### config.mk
export PLATFORM = sky130hd
export DESIGN_NAME = mem_xfer_sequencer_flat
export DESIGN_NICKNAME = d
export VERILOG_FILES = /design/src/rtl/mem_xfer_sequencer_if.sv /design/src/rtl/mem_xfer_sequencer.sv /design/src/flat_wrapper.sv
export SDC_FILE = /design/constraint.sdc
export NUM_CORES = 1
export LEC_CHECK = 0
export ABC_AREA = 1
export BUFFER_PORTS_ARGS = -buffer_cell sky130_fd_sc_hd__buf_2
export CORE_ASPECT_RATIO = 0.75
export CORE_MARGIN = 3
export CORE_UTILIZATION = 48
export CTS_CLUSTER_SIZE = 24
export DETAILED_ROUTE_END_ITERATION = 10
export PLACE_DENSITY = 0.74
export SLEW_MARGIN = 20
export SYNTH_ARGS = -nofsm -noshare
export SYNTH_HDL_FRONTEND = slang
export SYNTH_SLANG_ARGS = --single-unit
### constraint.sdc
create_clock -name clk -period 2.6 [get_ports clk]
set_clock_uncertainty 0.2 [all_clocks]
set_input_delay 0.26 -clock clk [delete_from_list [all_inputs] [get_ports clk]]
set_output_delay 0.26 -clock clk [all_outputs]
set_load 0.05 [all_outputs]
### src/rtl/mem_xfer_sequencer_if.sv
interface mem_xfer_sequencer_if #(
  parameter int unsigned ADDR_W = 32
);
  logic [ADDR_W-1:0] mem_addr;
  logic [31:0]       mem_wdata;
  logic              mem_en;
  logic              mem_rw;
  logic [1:0]        mem_size;
  logic [31:0]       mem_rdata;
  logic              mem_moc;

  modport master (
    output mem_addr, mem_wdata, mem_en, mem_rw, mem_size,
    input  mem_rdata, mem_moc
  );

  modport slave (
    input  mem_addr, mem_wdata, mem_en, mem_rw, mem_size,
    output mem_rdata, mem_moc
  );
endinterface

### src/rtl/mem_xfer_sequencer.sv
module mem_xfer_sequencer #(
  parameter int unsigned ADDR_W      = 32,
  parameter int unsigned TIMEOUT_CYC = 15
) (
  input  logic              clk,
  input  logic              rst_n,
  input  logic              start,
  input  logic              fetch,
  input  logic [31:0]       ir,
  input  logic [ADDR_W-1:0] addr,
  input  logic [63:0]       store_data,
  output logic              busy,
  output logic              done,
  output logic              err,
  output logic [1:0]        err_code,
  output logic [63:0]       load_data,
  mem_xfer_sequencer_if.master mem
);

  typedef enum logic [2:0] {
    S_IDLE,
    S_ACC1,
    S_ACC2,
    S_FIN,
    S_ERR
  } state_t;

  typedef enum logic [1:0] {
    K_BYTE  = 2'b00,
    K_HALF  = 2'b01,
    K_WORD  = 2'b10,
    K_DWORD = 2'b11
  } kind_t;

  localparam int unsigned CNT_W = (TIMEOUT_CYC > 1) ? $clog2(TIMEOUT_CYC) : 1;
  localparam bit          TO_EN = (TIMEOUT_CYC != 0);
  localparam logic [CNT_W-1:0] CNT_LAST = CNT_W'((TIMEOUT_CYC > 0) ? TIMEOUT_CYC - 1 : 0);

  state_t            state_q, state_d;
  logic [CNT_W-1:0]  cnt_q, cnt_d;
  logic              busy_d, done_d, err_d;
  logic [1:0]        err_code_d;
  logic [63:0]       load_d;
  logic [ADDR_W-1:0] addr_q, addr_d;
  logic [31:0]       wdata_q, wdata_d;
  logic              en_q, en_d;
  logic              rw_q, rw_d;
  logic [1:0]        size_q, size_d;
  logic [31:0]       word1_q, word1_d;
  logic [31:0]       hi_q, hi_d;
  kind_t             kind_q, kind_d;
  logic              sgn_q, sgn_d;

  logic              dec_legal;
  logic              dec_load;
  logic              dec_signed;
  kind_t             dec_kind;
  logic              dec_aligned;
  logic [31:0]       dec_wdata;
  logic [63:0]       ext_data;

  logic unused_ir_bits;
  assign unused_ir_bits = ^{ir[31:28], ir[24:23], ir[21], ir[19:8], ir[3:0]};

  assign mem.mem_addr  = addr_q;
  assign mem.mem_wdata = wdata_q;
  assign mem.mem_en    = en_q;
  assign mem.mem_rw    = rw_q;
  assign mem.mem_size  = size_q;

  always_comb begin
    dec_legal  = 1'b1;
    dec_load   = 1'b1;
    dec_signed = 1'b0;
    dec_kind   = K_WORD;
    if (!fetch) begin
      if (ir[27:26] == 2'b01) begin
        dec_load = ir[20];
        dec_kind = ir[22] ? K_BYTE : K_WORD;
      end else if (ir[27:25] == 3'b000 && ir[7] && ir[4] && ir[6:5] != 2'b00) begin
        if (ir[20]) begin
          dec_kind   = (ir[6:5] == 2'b10) ? K_BYTE : K_HALF;
          dec_signed = ir[6];
        end else begin
          dec_kind = (ir[6:5] == 2'b01) ? K_HALF : K_DWORD;
          dec_load = (ir[6:5] == 2'b10);
        end
      end else begin
        dec_legal = 1'b0;
      end
    end
  end

  always_comb begin
    case (dec_kind)
      K_BYTE:  dec_aligned = 1'b1;
      K_HALF:  dec_aligned = ~addr[0];
      K_WORD:  dec_aligned = (addr[1:0] == 2'b00);
      default: dec_aligned = (addr[2:0] == 3'b000);
    endcase
  end

  always_comb begin
    case (dec_kind)
      K_BYTE:  dec_wdata = {24'b0, store_data[7:0]};
      K_HALF:  dec_wdata = {16'b0, store_data[15:0]};
      default: dec_wdata = store_data[31:0];
    endcase
  end

  always_comb begin
    case (kind_q)
      K_BYTE:  ext_data = sgn_q ? {{56{mem.mem_rdata[7]}}, mem.mem_rdata[7:0]}
                                : {56'b0, mem.mem_rdata[7:0]};
      K_HALF:  ext_data = sgn_q ? {{48{mem.mem_rdata[15]}}, mem.mem_rdata[15:0]}
                                : {48'b0, mem.mem_rdata[15:0]};
      K_WORD:  ext_data = {32'b0, mem.mem_rdata};
      default: ext_data = {mem.mem_rdata, word1_q};
    endcase
  end

  always_comb begin
    state_d    = state_q;
    cnt_d      = cnt_q;
    busy_d     = busy;
    done_d     = 1'b0;
    err_d      = 1'b0;
    err_code_d = err_code;
    load_d     = load_data;
    addr_d     = addr_q;
    wdata_d    = wdata_q;
    en_d       = en_q;
    rw_d       = rw_q;
    size_d     = size_q;
    word1_d    = word1_q;
    hi_d       = hi_q;
    kind_d     = kind_q;
    sgn_d      = sgn_q;
    case (state_q)
      S_IDLE: begin
        if (start) begin
          cnt_d      = '0;
          err_code_d = '0;
          if (!dec_legal) begin
            state_d    = S_ERR;
            err_d      = 1'b1;
            err_code_d = 2'b01;
          end else if (!dec_aligned) begin
            state_d    = S_ERR;
            err_d      = 1'b1;
            err_code_d = 2'b10;
          end else begin
            state_d = S_ACC1;
            busy_d  = 1'b1;
            en_d    = 1'b1;
            addr_d  = addr;
            rw_d    = dec_load;
            size_d  = (dec_kind == K_DWORD) ? 2'b10 : dec_kind;
            wdata_d = dec_wdata;
            hi_d    = store_data[63:32];
            kind_d  = dec_kind;
            sgn_d   = dec_signed;
          end
        end
      end
      S_ACC1, S_ACC2: begin
        if (mem.mem_moc) begin
          cnt_d = '0;
          if (state_q == S_ACC1) begin
            word1_d = mem.mem_rdata;
          end
          if (state_q == S_ACC1 && kind_q == K_DWORD) begin
            state_d = S_ACC2;
            addr_d  = addr_q + ADDR_W'(4);
            wdata_d = hi_q;
          end else begin
            state_d = S_FIN;
            en_d    = 1'b0;
            busy_d  = 1'b0;
            done_d  = 1'b1;
            if (rw_q) begin
              load_d = ext_data;
            end
          end
        end else if (TO_EN && cnt_q == CNT_LAST) begin
          // cnt holds the number of completed idle cycles, so the limit is one short
          state_d    = S_ERR;
          cnt_d      = '0;
          en_d       = 1'b0;
          busy_d     = 1'b0;
          err_d      = 1'b1;
          err_code_d = 2'b11;
        end else if (TO_EN) begin
          cnt_d = cnt_q + 1'b1;
        end
      end
      S_FIN, S_ERR: begin
        state_d = S_IDLE;
      end
      default: begin
        state_d = S_IDLE;
        busy_d  = 1'b0;
        en_d    = 1'b0;
      end
    endcase
  end

  always_ff @(posedge clk or negedge rst_n) begin
    if (!rst_n) begin
      state_q   <= S_IDLE;
      cnt_q     <= '0;
      busy      <= 1'b0;
      done      <= 1'b0;
      err       <= 1'b0;
      err_code  <= '0;
      load_data <= '0;
      addr_q    <= '0;
      wdata_q   <= '0;
      en_q      <= 1'b0;
      rw_q      <= 1'b0;
      size_q    <= '0;
      word1_q   <= '0;
      hi_q      <= '0;
      kind_q    <= K_BYTE;
      sgn_q     <= 1'b0;
    end else begin
      state_q   <= state_d;
      cnt_q     <= cnt_d;
      busy      <= busy_d;
      done      <= done_d;
      err       <= err_d;
      err_code  <= err_code_d;
      load_data <= load_d;
      addr_q    <= addr_d;
      wdata_q   <= wdata_d;
      en_q      <= en_d;
      rw_q      <= rw_d;
      size_q    <= size_d;
      word1_q   <= word1_d;
      hi_q      <= hi_d;
      kind_q    <= kind_d;
      sgn_q     <= sgn_d;
    end
  end

endmodule
### src/flat_wrapper.sv
// flat-port wrapper written by rule: the top's interface ports become plain ports
module mem_xfer_sequencer_flat 
#(
  parameter int unsigned ADDR_W      = 32,
  parameter int unsigned TIMEOUT_CYC = 15
)
  (clk, rst_n, start, fetch, ir, addr, store_data, busy, done, err, err_code, load_data, mem_mem_addr, mem_mem_wdata, mem_mem_en, mem_mem_rw, mem_mem_size, mem_mem_rdata, mem_mem_moc);
  mem_xfer_sequencer_if #(.ADDR_W(ADDR_W)) mem_i ();
  input  logic clk;
  input  logic rst_n;
  input  logic start;
  input  logic fetch;
  input  logic [31:0] ir;
  input  logic [ADDR_W-1:0] addr;
  input  logic [63:0] store_data;
  output logic busy;
  output logic done;
  output logic err;
  output logic [1:0] err_code;
  output logic [63:0] load_data;
  output wire logic [$bits(mem_i.mem_addr)-1:0] mem_mem_addr;
  output wire logic [$bits(mem_i.mem_wdata)-1:0] mem_mem_wdata;
  output wire logic [$bits(mem_i.mem_en)-1:0] mem_mem_en;
  output wire logic [$bits(mem_i.mem_rw)-1:0] mem_mem_rw;
  output wire logic [$bits(mem_i.mem_size)-1:0] mem_mem_size;
  input wire logic [$bits(mem_i.mem_rdata)-1:0] mem_mem_rdata;
  input wire logic [$bits(mem_i.mem_moc)-1:0] mem_mem_moc;
  assign mem_mem_addr = mem_i.mem_addr;
  assign mem_mem_wdata = mem_i.mem_wdata;
  assign mem_mem_en = mem_i.mem_en;
  assign mem_mem_rw = mem_i.mem_rw;
  assign mem_mem_size = mem_i.mem_size;
  assign mem_i.mem_rdata = mem_mem_rdata;
  assign mem_i.mem_moc = mem_mem_moc;
  mem_xfer_sequencer #(.ADDR_W(ADDR_W), .TIMEOUT_CYC(TIMEOUT_CYC)) u_core (.clk(clk), .rst_n(rst_n), .start(start), .fetch(fetch), .ir(ir), .addr(addr), .store_data(store_data), .busy(busy), .done(done), .err(err), .err_code(err_code), .load_data(load_data), .mem(mem_i));
endmodule
---- Word-level counts from Yosys, hierarchy flattened ----
Cells that the tools add are included.
cells by class
  bitwise logic cells ..................... 3
  add/sub/neg operators ................... 2
  equal/unequal tests ..................... 23
  reduce and logical (&&, ||, !) cells .... 22
  multiplexer cells ....................... 69
operators by type and width
  cell                   number
  $mux 32                10
  $pmux 32 s2            3
  $pmux 64 s3            1
  $mux 64                2
  $add 32x3->32 const B  1
  $mux 1                 27
  $mux 2                 12
  $mux 3                 5
  $mux 4                 3
  $reduce_and 4->1       3
  $reduce_and 6->1       2
  $eq 2x2->1 const B     5
  $logic_not 3->1        3
  $eq 2x1->1 const B     4
  $ne 2x1->1 const B     4
  $pmux 4 s2             1
  $eq 3x2->1 const B     2
  $logic_not 2->1        3
  $ne 2x2->1 const B     3
  $pmux 1 s3             2
  $pmux 3 s2             1
  $add 4x1->4 const B    1
  $eq 4x4->1 const B     1
  $logic_and 1x1->1      4
  other kinds (11)       16
word-level totals
  word-level logic and storage cells ...... 134
  register bits ........................... 210
  input port bits ......................... 165

---- Depth between registers and ports, before layout ----
Gate-level depths: netlist (run 1).
  depth after elaboration ................. 13
  gate-level depth with buffers ........... 13
  mapped depth without buffers ............ 12

---- Worst setup path before layout (run 1) ----
Ideal clock, no wire load.
  path kind ............................... register to register
  from .................................... register u_core.addr_q[2] (netlist: u_core.mem.mem_addr[2])
  to ...................................... register u_core.addr_q[30] (netlist: u_core.mem.mem_addr[30])
  stages on the path, launching flop included .. 13
  data required time ...................... 2.281 ns
  data arrival time ....................... 1.894 ns
  setup slack ............................. 0.387 ns
  path through ............................ dfrtp_1 > ha_1 > nand2_1 > nor2_1 > inv_1 > nor2_1 > nand2_1 > nand2_1 > nand2_1 > nand2_1 > nand2_1 > nand4_1 > nand2_1
on the way
  cells in the longest elaborated chain, start to end .. 4
ends and longest elaborated chain
  element                 line                       RTL
  from (decl)             mem_xfer_sequencer.sv:44   logic [ADDR_W-1:0] addr_q, addr_d;
  from (signal assigned)  mem_xfer_sequencer.sv:234  addr_q <= addr_d;
  $add 32x3->32           mem_xfer_sequencer.sv:174  addr_d = addr_q + ADDR_W'(4);
  $mux 32                 mem_xfer_sequencer.sv:172  if (state_q == S_ACC1 && kind_q == K_DWORD) begin
  $mux 32                 mem_xfer_sequencer.sv:167  if (mem.mem_moc) begin
  $pmux 32 s2             mem_xfer_sequencer.sv:139  case (state_q)
Every way passes these cells. The select of a mux whose other input is x is not followed.
A chain may end at the register's enable or synchronous reset.

---- Worst setup path after layout (run 1) ----
  from .................................... register u_core.state_q[1]
  to ...................................... register u_core.load_data[26]
on the way
  cells in the longest elaborated chain, start to end .. 4
  elaborated cells on any way between the ends .. 6
  those cells by class .................... eq/ne: 2; bitwise: 1; reduce/logical: 3
ends and longest elaborated chain
  element                                line                                                  RTL
  from (decl)                            mem_xfer_sequencer.sv:39                              state_t state_q, state_d;
  from (signal assigned)                 mem_xfer_sequencer.sv:227                             state_q <= state_d;
  $eq 3x1->1                             mem_xfer_sequencer.sv:139, mem_xfer_sequencer.sv:172
  $logic_and 1x1->1                      mem_xfer_sequencer.sv:172
  $not 1->1 (no source line)             -
  $reduce_and 4->1 (no source line) (*)  -
  to (signal assigned)                   mem_xfer_sequencer.sv:233                             load_data <= load_d;
  to (decl)                              mem_xfer_sequencer.sv:16                              output logic [63:0] load_data,
Every way passes the cells marked *; elsewhere a longest branch is shown, timed or not.

==> results of run 1 <==
## synth_stat cells
cell type / instances / area, um^2
nand2_1: 599 / 2250
dfrtp_1: 210 / 5260
nor2_1: 149 / 559
inv_1: 89 / 334
o21ai_0: 67 / 335
nand4_1: 66 / 413
nand3_1: 51 / 255
a31oi_1: 42 / 263
clkbuf_1: 34 / 128
buf_2: 28 / 140
a41oi_1: 17 / 149
buf_4: 8 / 60.1
o221ai_1: 8 / 70.1
a21oi_1: 7 / 35.0
buf_6: 7 / 78.8
mux2_2: 7 / 78.8
buf_1: 6 / 22.5
inv_2: 4 / 15.0
nand2_2: 4 / 25.0
nor2_4: 4 / 45.0
or2_2: 4 / 25.0
xor2_1: 4 / 35.0
ha_1: 3 / 37.5
nor2_2: 3 / 18.8
nor3_1: 2 / 10.0
o31ai_1: 2 / 15.0
xnor2_1: 2 / 17.5
a21boi_1: 1 / 7.51
clkinv_1: 1 / 3.75
nand3_4: 1 / 17.5
nand4_2: 1 / 12.5
o211a_1: 1 / 10.0
o21bai_1: 1 / 7.51
## registers in the layout, summed over array words and instances, names as in the netlist
signal                flops
u_core.busy               1
u_core.mem.mem_wdata     32
u_core.state_q            3
u_core.done               1
u_core.err_code           2
u_core.word1_q           32
u_core.sgn_q              1
u_core.mem.mem_addr      32
u_core.load_data         64
u_core.hi_q              32
u_core.mem.mem_rw         1
u_core.cnt_q              4
u_core.kind_q             2
u_core.err                1
u_core.mem.mem_size       2
## what timing repair did
| action | CTS | global route |
|---|---|---|
| gates resized for setup | 0 | 1 |
| endpoints found under the hold margin | 376 | 0 |
| endpoints found under the setup margin | 0 | 3 |
| hold buffers | 135 | 0 |
## cell type report
class,count,area [um^2]
tap,288,360
inverter,94,353
clock buffer,32,659
sequential,210,5260
fill,1781,6930
timing repair buffer,446,3120
clock inverter,8,123
antenna,3,7.51
multi-input combinational,1046,4720
## metal layers
layer  GRT usage  part of all wire
met1       0.376              0.43
met5           0                 0
met3      0.0485             0.068
met4      0.0917             0.034
met2       0.443              0.47
## power groups by stage
stage / clock, mW / sequential [mW] / combinational [mW]
2_1_floorplan: 0 / 9.18 / 4.05
3_3_place_gp: 0 / 5.84 / 9.73
3_5_place_dp: 0 / 5.88 / 9.92
4_1_cts: 3.47 / 5.85 / 10.1
5_1_grt: 3.60 / 6.07 / 11.0
6_report: 3.42 / 5.89 / 10.2
## worst reg2reg max path, stage by stage, from the launching register on
cell and delay, ns:
dfrtp_1 0.43, nand2_1 0.09, nand2_1 0.11, nor2_4 0.21, nand2_1 0.28, nor2_4 0.48
buf_4 0.26, nor2_1 0.05, a41oi_1 0.19
## path summary, 6_finish.rpt
check	startpoint	end	slack (ns)	depth (start not counted)
worst max-delay path	u_core.state_q[1]$_DFFE_PN0P_	u_core.load_data[26]$_DFFE_PN0P_	0.18	8
worst min-delay path	addr[2]	u_core.mem.mem_addr[2]$_DFFE_PN0P_	0.01	5
worst min register to register	u_core.mem.mem_wdata[23]$_DFFE_PN0P_	u_core.mem.mem_wdata[23]$_DFFE_PN0P_	0.27	2
max in group asynchronous	rst_n	u_core.hi_q[2]$_DFFE_PN0P_	1.43	3
min in group asynchronous	rst_n	u_core.load_data[55]$_DFFE_PN0P_	0.11	2
worst max register to register	u_core.state_q[1]$_DFFE_PN0P_	u_core.load_data[26]$_DFFE_PN0P_	0.18	8
## cells by family after synthesis
logic type | after synthesis | synth area share
AND/OR/NAND/NOR | 884 | 0.338
multiplexers | 7 | 0.00735
AO/OA/AOI/OAI | 146 | 0.0832
XOR/XNOR | 6 | 0.00490
flip-flops | 210 | 0.490
buffers and inverters | 177 | 0.0729
adder cells (fa/ha/maj) | 3 | 0.00350
## stage by stage
step | std cells | utilization | hold WS [ns]
6_report | 2127 | 0.678 | 0.0134
5_1_grt | 2126 | 0.678 | 0.0412
4_1_cts | 2124 | 0.677 | 0.00259
3_5_place_dp | 1949 | 0.578 | 0.0793
3_3_place_gp | 1949 | 0.578 | 0.0801
2_1_floorplan | 1433 | - | -0.236
==> qor.csv, run 1 <==
stage;metric;value;unit
run_status;status;completed;
placed_design;pre_cts_ws;0.162;ns
critical_path;path_max_fanout;13;
grt;grt_max_degree;65;
worst_hold_path;holdCritPathClass;in -> reg;
logic_synthesis;synth_fp_nets;1601;
die;rows;46;
flow_run;cap_violations;0;
logic_synthesis;yosysWarnings;0;
critical_path;crit_type;reg -> reg;
placed_design;portBuffers;278;
critical_path;slowest_delay;0.48;ns
layout;drive_gt1_frac;0.206;
clock_network;clockBufferDepth;3;
clock_network;clock_latency;0.51;ns
layout;final_cell_mix;nand2_1, buf_2, dfrtp_1;
die;coreArea;21500;um^2
logic_synthesis;ys_seq_area_frac;0.490;
sta;fin_crit_sh;0.929;
logic_synthesis;ys_types;33;
critical_path;crit_top_cell;nand2_1;
sta;relSlewSlack;0.493;
pwr;pwr-share-comb;0.522;
sta;hold_viol_final;0;
layout;fin_area;14600;um^2
sta;clock.fmax;414;MHz
critical_path;cp.arrival;2.62;ns
sta;rsz0062_at_grt;false;
layout;final_common_cell;nand2_1;
pwr;p_int;9.51;mW
clock_network;clk_pin_slew_worst_paths;0.06;ns
layout;syn2layout_area_growth;36.0;%
clock_network;htreeDepth;1;
die;pin_count;302;
placed_design;place_area;12400;um^2
placed_design;place_congestion;0.943;
routing;vias_per_cell;5.34;
die;start_util;0.498;
sta;drv_slew;0;
pwr;switching_power;9.98;mW
critical_path;critPathSlowestCell;nor2_4;
layout;fin_nets;1989;
critical_path;crit_buf_inv;1;
routing;via_count;11400;
logic_synthesis;synth_area;10700;um^2
pwr;leakage;7.58;nW
die;die_x;179;um
routing;dr.first_iter.drc_count;924;
logic_synthesis;synth_seq_cells;210;
clock_network;clock_sinks;210;
clock_network;cts_tree;done;
grt;grt-ovfl-total;0;
routing;wirelength;34.4;mm
pwr;clkPwrFrac;0.175;
routing;wl_per_cell;16.2;um
clock_network;cts_buffers;23;
grt;grt_pass1_wl;54.2;mm
critical_path;crit_family;simple AND/OR/NAND/NOR gates;
sta;finalSetupViolCount;0;
die;die_area;24200;um^2
pwr;switching_share;0.512;
grt;antenna_found_initial;2;
pwr;finalPower;19.5;mW
logic_synthesis;syn_avg_cell_area;7.49;um^2
sta;worst_slew_pin_slew;0.761;ns
logic_synthesis;synthCells;1433;
placed_design;hpwl;21.5;mm
pwr;power.density;1340;nW/um^2
pwr;seqPwrFrac;0.302;
pwr;worst_ir_drop_vdd;0.00107;V
routing;drtPass1Iterations;6;
clock_network;cts_setup_buffers;0;
die;die_height;135;um
sta;setup_tns;0;ns
grt;grt_pass1_vias;10700;
critical_path;path_cells;nand2_1 -> nand2_1 -> nor2_4 -> nand2_1 -> nor2_4 -> buf_4 -> nor2_1 -> a41oi_1;
critical_path;crit_required;2.80;ns
sta;fin_crit;2.42;ns
sta;finalWorstSetupSlack;0.185;ns
critical_path;worstSetupEndpointType;register;
routing;drc_errors;0;
critical_path;start_kind;register;
clock_network;root_buffer;clkbuf_16;
routing;drtAntennaViolNets;0;
grt;grt.total_usage;0.274;
Power figures use the tool's default switching activity.
==> run 2: changes to the inputs <==
- ABC_AREA: 1 -> 0
- BUFFER_PORTS_ARGS: -buffer_cell sky130_fd_sc_hd__buf_2 -> not set
- DONT_BUFFER_PORTS: not set -> 1
- PLACE_DENSITY: 0.74 -> not set
==> run 2 against run 1 <==
- the flow now finishes with violations (hold timing)
- utilization is 4.7 points lower
- global-route usage down 2.4 points
- critical path depth unchanged
- non-clock buffer count down 237
- wire length is 13% lower
- design area is 12% lower
- largest power group is now registers
==> qor.csv, run 2 <==
stage;metric;value;unit
run_status;status;finished with violations;
run_status;violations;hold timing;
worst_hold_path;holdCritPathClass;in -> async;
logic_synthesis;yosys-top-cells-area;dfrtp_1, mux2_2, a21oi_1;
clock_network;cts_buffers;23;
sta;clock.fmax;409;MHz
clock_network;root_buffer;clkbuf_16;
routing;wirelength;29.8;mm
flow_run;cap_violations;0;
layout;final_common_cell;dfrtp_1;
logic_synthesis;synth_fp_nets;1164;
routing;vias_per_cell;5.87;
die;pin_count;302;
logic_synthesis;yosysMostFrequentCell;dfrtp_1;
sta;rsz0062_at_grt;false;
clock_network;cts_setup_buffers;0;
grt;grt.total_usage;0.250;
placed_design;place_congestion;0.804;
grt;grt_pass1_wl;46.1;mm
die;die_height;131;um
routing;wl_per_cell;20.6;um
logic_synthesis;syn_avg_cell_area;10.0;um^2
logic_synthesis;ys_types;53;
logic_synthesis;synth_area;9990;um^2
critical_path;reg2reg_slack;0.26;ns
grt;grt_max_degree;211;
logic_synthesis;synth_top_family_by_area;compound AO/OA/AOI/OAI gates;
logic_synthesis;async_reset_ff_frac;1.00;
routing;drtAntennaViolNets;0;
clock_network;hold_buffers;139;
sta;worst_slew_pin_slew;0.776;ns
pwr;worst_ir_drop_vdd;0.000785;V
clock_network;clockBufferDepth;3;
layout;final.fill_count;1659;
logic_synthesis;synth-edff-count;0;
grt;antenna_found_initial;0;
critical_path;r2r_start;u_core.mem.mem_addr[2]$_DFFE_PN0P_;
clock_network;cts_tree;done;
critical_path;r2r_cells;8;
grt;grt-ovfl-total;0;
critical_path;cp.arrival;2.63;ns
logic_synthesis;yosysTopAreaCellShare;0.526;
logic_synthesis;synth_common_cells;dfrtp_1, nand2_1, a21oi_1, o21ai_0, mux2_2;
layout;fin_nets;1315;
routing;dr.first_iter.drc_count;719;
logic_synthesis;synthCells;996;
die;rows;45;
critical_path;start_kind;primary input;
layout;fin_area;12800;um^2
pwr;leakage;5.36;nW
placed_design;hpwl;18.6;mm
routing;drc_errors;0;
sta;fin_hold_ws;-0.747;ns
logic_synthesis;ys_seq_area_frac;0.526;
clock_network;htreeDepth;1;
critical_path;path_max_fanout;20;
routing;via_count;8481;
die;die_area;22600;um^2
sta;hold_viol_final;210;
logic_synthesis;synthAdderAreaFrac;0.00376;
routing;drtPass1Iterations;5;
critical_path;critPathSlowestCell;dlygate4sd3_1;
clock_network;clk_pin_slew_worst_paths;0.06;ns
critical_path;crit_type;in -> reg;
clock_network;clock_latency;0.51;ns
sta;fin_crit;2.44;ns
logic_synthesis;synthXorXnorAreaFrac;0;
placed_design;place_area;10600;um^2
sta;fin_crit_sh;0.940;
placed_design;portBuffers;0;
layout;drive_gt1_frac;0.181;
layout;n_antenna_cell;0;
logic_synthesis;ys.flop_type;dfrtp_1;
pwr;power.density;1070;nW/um^2
layout;final_cell_mix;dfrtp_1, dlygate4sd3_1, nand2_1;
sta;relSlewSlack;0.478;
die;coreArea;20300;um^2
clock_network;clock_sinks;210;
critical_path;crit_top_cell;a211o_1;
critical_path;crit_family;compound AO/OA/AOI/OAI gates;
logic_synthesis;synthMuxAreaShare;0.114;
critical_path;path_cells;dlygate4sd3_1 -> nor3_1 -> o211a_1 -> a211o_1 -> a211o_1 -> buf_4 -> a22oi_1 -> o2bb2a_1;
layout;largest_reg_flops;64;
sta;drv_slew;0;
die;start_util;0.491;
logic_synthesis;synth_seq_cells;210;
sta;setup_tns;0;ns
logic_synthesis;yosysWarnings;0;
logic_synthesis;synth-compound-area-share;0.183;
grt;grt_pass1_vias;8306;
critical_path;crit_required;2.78;ns
die;die_x;173;um
critical_path;worstSetupEndpointType;register;
logic_synthesis;yosys.area.top_type;dfrtp_1;
layout;syn2layout_area_growth;28.5;%
logic_synthesis;synth-simple-area-share;0.133;
critical_path;reg2reg_to;u_core.mem.mem_addr[31]$_DFFE_PN0P_;
layout;top_register;u_core.load_data;
critical_path;slowest_delay;0.58;ns
sta;finalSetupViolCount;0;
critical_path;crit_buf_inv;2;
==> run 2: cell count changes after synthesis, sizes merged, moves of 32 or more <==
cell,change
a21oi,+93
nor3,+51
mux2,+85
o21ai,+32
inv,-87
nand2,-485
nand4,-60
nor2,-134
==> run 2: how the worst max path moves through the flow <==
stage / startpoint / to / slack [ns] / cells after the start
6_report: ir[26] / u_core.mem.mem_addr[28]$_DFFE_PN0P_ / 0.16 / 8
4_1_cts: ir[26] / u_core.mem.mem_addr[28]$_DFFE_PN0P_ / 0.20 / 8
3_5_place_dp: ir[4] / u_core.hi_q[29]$_DFFE_PN0P_ / 0.15 / 6
3_3_place_gp: ir[5] / u_core.mem.mem_addr[28]$_DFFE_PN0P_ / 0.14 / 8
2_1_floorplan: u_core.mem.mem_addr[2]$_DFFE_PN0P_ / u_core.mem.mem_addr[28]$_DFFE_PN0P_ / 0.008 / 8
5_1_grt: ir[26] / u_core.mem.mem_addr[28]$_DFFE_PN0P_ / 0.06 / 8
==> run 2: cell type report <==
class	instances	area, um^2	share of cell area
Clock buffer	31	656	0.0511
Tap cell	282	353	0.0275
Clock inverter	11	140	0.0109
Multi-Input combinational cell	697	4370	0.341
Sequential cell	210	5260	0.410
Inverter	6	22.5	0.00176
Timing Repair Buffer	209	2030	0.158
==> run 2: power breakdown <==
group / switching, mW / total (mW) / internal [mW]
Sequential: 2.61 / 6.99 / 4.38
Clock: 1.36 / 3.44 / 2.07
Combinational: 1.95 / 3.33 / 1.38
Total: 5.92 / 13.8 / 7.83
==> run 2: cell families after synthesis <==
kind of cell,count (synthesis)
AND/OR/NAND/NOR,286
adder cells (fa/ha/maj),3
flip-flops,210
AO/OA/AOI/OAI,306
buffers and inverters,89
multiplexers,102
==> run 2: stage by stage <==
step,total power [mW],setup slack [ns],instances,hold WS (ns),utilization
global route,14.3,0.0596,1446,-0.776,0.631
floorplan,9.10,0.00808,996,-0.236,-
detailed placement,10.1,0.145,1265,-0.230,0.524
CTS,13.8,0.197,1446,-0.768,0.631
finish,13.8,0.157,1446,-0.747,0.631
global placement,10.0,0.144,1265,-0.230,0.524
==> run 2: per-layer routing <==
metal  global-route usage  vias to the layer above  routed length [um]
li1                     -                     3928                   -
met4               0.0786                        0                 894
met1                0.343                     4152               13000
met2                0.395                      342               13700
met5                    0                        -                   0
met3               0.0647                       59                2240
==> run 2: timing repair <==
item	4_1_cts	5_1_grt
setup endpoints to repair	0	0
endpoints found under the hold margin	418	210
gates resized for setup	0	0
==> run 2: worst reg2reg max path, cell delays in order (launching register included) <==
cell       delay (ns)
dfrtp_1          0.40
buf_4            0.24
nand4_1          0.19
or3_1            0.41
nor3_1           0.15
buf_4            0.17
nand3_1          0.11
a22oi_1          0.18
a2bb2oi_1        0.18
